### src/rtl/sop_mac_stream.sv
// sop_mac_stream -- streaming sum-of-products engine.
//
// Accepts one operand pair per cycle, multiplies it in a registered stage,
// accumulates the products, and after N_PAIRS accepted pairs presents the
// full-precision sum on a valid/ready output. A new dot-product starts
// automatically once the result has been taken.
//
// Ports:
//   clk        rising-edge clock
//   rst        asynchronous active-high reset
//   clear      synchronous abort of the partial sum and any pending result
//   in_valid   operand pair valid
//   in_ready   pair accepted this cycle when in_valid is also high
//   in_a/in_b  operands (DATA_W bits, two's complement when SIGNED=1)
//   out_valid  result valid
//   out_ready  consumer accepts the result
//   result     sum of N_PAIRS products (RES_W bits)
//   busy       partial sum in progress or result pending
module sop_mac_stream #(
   parameter int DATA_W  = 4,
   parameter int N_PAIRS = 4,
   parameter int SIGNED  = 0,
   parameter int RES_W   = 2*DATA_W + $clog2(N_PAIRS)
) (
   input  logic              clk,
   input  logic              rst,
   input  logic              clear,
   input  logic              in_valid,
   output logic              in_ready,
   input  logic [DATA_W-1:0] in_a,
   input  logic [DATA_W-1:0] in_b,
   output logic              out_valid,
   input  logic              out_ready,
   output logic [RES_W-1:0]  result,
   output logic              busy
);

   localparam int PROD_W = 2*DATA_W;
   localparam int CNT_W  = $clog2(N_PAIRS);
   localparam int EXT_W  = RES_W - PROD_W;

   typedef enum logic [1:0] {S_ACC, S_FLUSH, S_OUT} state_t;

   state_t              state_q;
   logic [CNT_W-1:0]    count_q;
   logic [PROD_W-1:0]   prod_q;
   logic                prod_vld_q;
   logic [RES_W-1:0]    acc_q;
   logic [RES_W-1:0]    result_q;

   logic                accept;
   logic                last_pair;
   logic [PROD_W-1:0]   a_ext;
   logic [PROD_W-1:0]   b_ext;
   logic [PROD_W-1:0]   prod_d;
   logic [RES_W-1:0]    prod_ext;
   logic [RES_W-1:0]    sum_d;
   logic [CNT_W-1:0]    count_d;

   assign accept    = in_valid && in_ready;
   assign last_pair = (count_q == CNT_W'(N_PAIRS - 1));
   assign count_d   = last_pair ? '0 : count_q + CNT_W'(1);

   // Operands are widened to the product width first; the low PROD_W bits of
   // the widened product equal the true signed or unsigned product, which
   // always fits in PROD_W bits.
   always_comb begin
      a_ext    = '0;
      b_ext    = '0;
      prod_ext = '0;
      if (SIGNED != 0) begin
         a_ext    = {{DATA_W{in_a[DATA_W-1]}}, in_a};
         b_ext    = {{DATA_W{in_b[DATA_W-1]}}, in_b};
         prod_ext = {{EXT_W{prod_q[PROD_W-1]}}, prod_q};
      end else begin
         a_ext    = {{DATA_W{1'b0}}, in_a};
         b_ext    = {{DATA_W{1'b0}}, in_b};
         prod_ext = {{EXT_W{1'b0}}, prod_q};
      end
      prod_d = a_ext * b_ext;
      sum_d  = acc_q + prod_ext;
   end

   always_ff @(posedge clk or posedge rst) begin
      if (rst) begin
         state_q    <= S_ACC;
         count_q    <= '0;
         prod_q     <= '0;
         prod_vld_q <= 1'b0;
         acc_q      <= '0;
         result_q   <= '0;
      end else if (clear) begin
         // Abort wins over any handshake in the same cycle.
         state_q    <= S_ACC;
         count_q    <= '0;
         prod_vld_q <= 1'b0;
         acc_q      <= '0;
      end else begin
         prod_vld_q <= accept;
         if (accept) begin
            prod_q  <= prod_d;
            count_q <= count_d;
         end
         case (state_q)
            S_ACC: begin
               if (prod_vld_q) acc_q <= sum_d;
               if (accept && last_pair) state_q <= S_FLUSH;
            end
            S_FLUSH: begin
               // The last product is still in prod_q; fold it straight into
               // the result and leave the accumulator empty for the next run.
               result_q <= sum_d;
               acc_q    <= '0;
               state_q  <= S_OUT;
            end
            S_OUT: begin
               if (out_ready) state_q <= S_ACC;
            end
            default: state_q <= S_ACC;
         endcase
      end
   end

   assign in_ready  = (state_q == S_ACC);
   assign out_valid = (state_q == S_OUT);
   assign result    = result_q;
   assign busy      = (count_q != '0) || prod_vld_q || (state_q != S_ACC);

endmodule

### config.mk
export PLATFORM = sky130hd
export DESIGN_NAME = sop_mac_stream
export DESIGN_NICKNAME = d
export VERILOG_FILES = /design/src/rtl/sop_mac_stream.sv
export SDC_FILE = /design/constraint.sdc
export NUM_CORES = 1
export LEC_CHECK = 0
export ABC_AREA = 1
export CAP_MARGIN = 20
export CORE_MARGIN = 2
export CORE_UTILIZATION = 45
export CTS_CLUSTER_SIZE = 28
export DETAILED_ROUTE_END_ITERATION = 10
export PLACE_DENSITY_LB_ADDON = 0.05
export SYNTH_ARGS = -nofsm -noshare
export SYNTH_HDL_FRONTEND = slang
export SYNTH_SLANG_ARGS = --single-unit
### constraint.sdc
create_clock -name clk -period 2.95 [get_ports clk]
set_input_delay 0.4425 -clock clk [delete_from_list [all_inputs] [get_ports clk]]
set_output_delay 0.4425 -clock clk [all_outputs]
set_load 0.05 [all_outputs]
==> impl_table.tex <==
\begin{tabular}{lr}
\hline
Metric & Value \\
\hline
\multicolumn{2}{l}{\textbf{Clock tree}} \\
\quad Cell chosen for the clock root & clkbuf\_8 \\
\quad Clock edge transition at the registers on the reported setup and hold paths & 0.06 ns \\
\quad H-Tree Level Count & 2 \\
\quad Max Root-Sink Buffers & 2 \\
\quad Number of buffers created by CTS & 5 \\
\quad Skew-Pair Late Insertion Delay & approximately 0.28 ns \\
\quad TritonCTS clock tree & yes \\
\quad Clock tree sinks & 33 \\
\quad Postcts setup bufs & 0 \\
\quad Hold Buf Count CTS & 0 \\
\quad \# resized after CTS & 0 \\
\multicolumn{2}{l}{\textbf{Synth}} \\
\quad Synthesized area divided by synthesized cell count & roughly 8 µm² \\
\quad Seq/Total Area, Yosys & between 30 and 40\% \\
\quad Most common library cells after synthesis & nand2\_1, inv\_1, dfrtp\_1 \\
\quad Yosys cell types & 29 \\
\quad EDFF count, synth & 0 \\
\quad Yosys warning total & 0 \\
\quad Leading area contributor after synthesis & dfrtp\_1 \\
\quad Area contributors post-synth & dfrtp\_1, nand2\_1, ha\_1, inv\_1, nand3\_1 \\
\quad Dominant register cell in the synthesized netlist & dfrtp\_1 \\
\quad Post-synthesis instance area & about 0.0023 mm² \\
\quad Leading cell type by number of instances after synthesis & nand2\_1 \\
\quad Synth Net Count & approximately 320 \\
\quad FFs w/ async S/R, synth & 100.0\% \\
\quad Synthesized netlist cell count & around 280 \\
\quad Flops \& latches, synth & 33 \\
\quad Yosys top cell area share & 36.67\% \\
\multicolumn{2}{l}{\textbf{Timing}} \\
\quad Minimum clock period after layout & roughly 2.8 ns \\
\quad Highest clock rate & 0.3599 GHz \\
\quad RSZ-0062 raised after global routing & no \\
\quad Final count of negative-setup-slack endpoints & 0 \\
\quad Pin slew with the least headroom to its limit & around 0.77 ns \\
\quad Setup\_tns & 0 ns \\
\quad Post-Route Skew & approximately 0.0048 ns \\
\quad Count of final max-slew check failures & 0 \\
\quad Final worst path period share & a little over nine tenths \\
\quad Relative slew slack & between 40\% and 50\% \\
\quad Total count of hold-check failures in the final report & 0 \\
\multicolumn{2}{l}{\textbf{Min path}} \\
\quad Kind of path behind the tightest hold check & flop to flop \\
\quad Start point of the worst hold path & result[7] \\
\multicolumn{2}{l}{\textbf{Final layout}} \\
\quad Number of antenna repair diodes & 0 \\
\quad Filler cell count & 488 \\
\quad Post-synthesis to final-layout area growth & 20.06\% \\
\quad Multi-input logic area & about 0.0012 mm² \\
\quad Filler-free cell count of the finished design & between 300 and 400 \\
\quad Share of layout cells above drive strength 1 & 9.718\% \\
\quad Area of all sequential standard cells & $\sim$830 µm² \\
\quad NumNets Final & 360 \\
\multicolumn{2}{l}{\textbf{Placement}} \\
\quad RD Place Congestion & between 0.8 and 0.9 \\
\quad IO Port Bufs & 25 \\
\quad \# placed instances & 380 \\
\quad Estimated wirelength of the detail-placed design & around 3400 µm \\
\multicolumn{2}{l}{\textbf{Global route}} \\
\quad Antenna violations before repair & 0 \\
\quad Overall global routing resource usage & between 15 and 20\% \\
\quad Wire length of the first global-routing pass & $\sim$7700 µm \\
\quad Via count of the first global-routing pass & roughly 1900 \\
\quad Largest net degree at the start of global routing & 22 \\
\quad GRT Residual Overflow & 0 \\
\multicolumn{2}{l}{\textbf{Die}} \\
\quad Chip width & approximately 75 µm \\
\quad Effective utilization at floorplan & between 40\% and 50\% \\
\quad Die area & about 0.0056 mm² \\
\quad Core area & between 0.004 and 0.005 mm² \\
\quad IO Pins & 26 \\
\quad Die Span Y & 74.75 µm \\
\quad Std-Cell Rows & 25 \\
\multicolumn{2}{l}{\textbf{Worst setup path}} \\
\quad CP arrival & around 3.0 ns \\
\quad Launch instance of the worst register-to-register path & prod\_q[0] \\
\quad Data required, critical path & between 3 and 4 ns \\
\quad Critical-path maximum fanout & 4 \\
\quad Element type at the critical path start & primary input \\
\quad Critical path class & primary input to flop \\
\quad Kind of end point of the critical path & flop \\
\quad Worst Setup SP & in\_b[3] \\
\multicolumn{2}{l}{\textbf{Drt}} \\
\quad Vias per inst & around 4.7 \\
\quad Via total after detailed routing & between 1500 and 2000 \\
\quad Wire length per cell & 11.03 µm \\
\quad 1st-pass router iterations & 4 \\
\quad DRC marker count from the first detailed-route iteration & between 90 and 100 \\
\quad DRC violations left & 0 \\
\quad Number of nets still failing antenna checks after routing & 0 \\
\quad Total Routed Length & 4258 µm \\
\multicolumn{2}{l}{\textbf{Power and ir drop}} \\
\quad Power per cell area & around 470 mW/mm² \\
\quad Total power draw & 1262 µW \\
\quad Total leakage power & 0.001498 µW \\
\quad VDD IR max & 0.0002125 V \\
\multicolumn{2}{l}{\textbf{Status}} \\
\quad Status & finished clean \\
\multicolumn{2}{l}{\textbf{Job}} \\
\quad Maximum Capacitance Violations & 0 \\
\hline
\end{tabular}
[where the power goes]
| group | internal [µW] | switching, µW |
|---|---|---|
| registers | 503 | 29.7 |
| logic | 163 | 259 |
| clock network | 155 | 152 |
[worst max-delay path, cell delays in order]
cell and delay, ns:
clkdlybuf4s50_1 0.53, nand2_1 0.09, fa_1 0.51, fa_1 0.54
inv_1 0.07, fa_2 0.40, nand3_1 0.10, nand2_1 0.07
xnor2_1 0.13, o21ai_1 0.07
[logic make-up after synthesis]
logic type,Yosys count,share of synthesized area [%]
xor gates and xnor gates,6,2.333
DFF,33,36.67
buffers and inverters,46,8.222
adders and majority gates,27,16.67
and+or+nand+nor,145,29.33
AOI/OAI and AO/OA,25,6.778
[routing by layer]
| layer | global-route usage [%] | wire [µm] | part of all wire [%] |
|---|---|---|---|
| met5 | 0 | 0 | 0 |
| met4 | 7.540 | 71 | 1.7 |
| met3 | 3.213 | 135 | 3.2 |
| met2 | 31.17 | 2044 | 48 |
| met1 | 22.33 | 2007 | 47 |
[through the flow]
stage               setup slack, ns  cell area [µm²]  hold WS (ns)  util [%]
floorplan                    0.4487             2252        0.4483         -
global placement            -0.1455             2628        0.4613     54.90
detailed placement          -0.1982             2628        0.4647     54.90
CTS                          0.1019             2701        0.4816     56.44
global route               0.004196             2704        0.4967     56.50
finish                       0.1715             2704        0.4769     56.50
[layout by cell type, fill, tap and decap left out]
cell / count
a2111oi_2: 1
a21boi_0: 1
a21oi_1: 6
buf_4: 7
clkbuf_8: 5
clkdlybuf4s50_1: 25
clkinv_2: 1
dfrtp_1: 33
fa_1: 4
fa_2: 1
ha_1: 22
inv_1: 40
inv_2: 3
inv_4: 2
nand2_1: 95
nand2_4: 1
nand3_1: 26
nand3b_1: 1
nand4_1: 5
nor2_1: 9
nor2_2: 1
nor2_4: 2
nor2_8: 2
o21a_1: 1
o21ai_0: 7
o21ai_1: 5
o21ai_2: 3
o22ai_1: 1
or2_1: 1
or2_2: 1
or2_4: 1
xnor2_1: 5
xor2_1: 1
[registers in the layout (all words and copies together), names as in the netlist]
name	cells
acc_q	10
count_q	2
prod_q	8
prod_vld_q	1
result	10
state_q	2
[worst paths after layout]
check                       endpoint  slack (ns)  depth (start not counted)
setup / recovery           prod_q[6]        0.17                         10
hold / removal             result[7]        0.48                          2
setup reg to reg           result[8]        1.15                         11
hold reg to reg            result[7]        0.48                          2
max in group asynchronous  result[0]        1.75                          3
min in group asynchronous  result[3]        0.60                          2
[layout make-up]
cell class | count | share of cell area, %
clock buffer | 5 | 2.545
multi-input combinational | 203 | 46.00
inverter | 45 | 6.432
clock inverter | 1 | 0.1851
sequential | 33 | 30.54
tap | 67 | 3.100
timing repair buffer | 32 | 11.20
(Power assumes the default switching activity.)
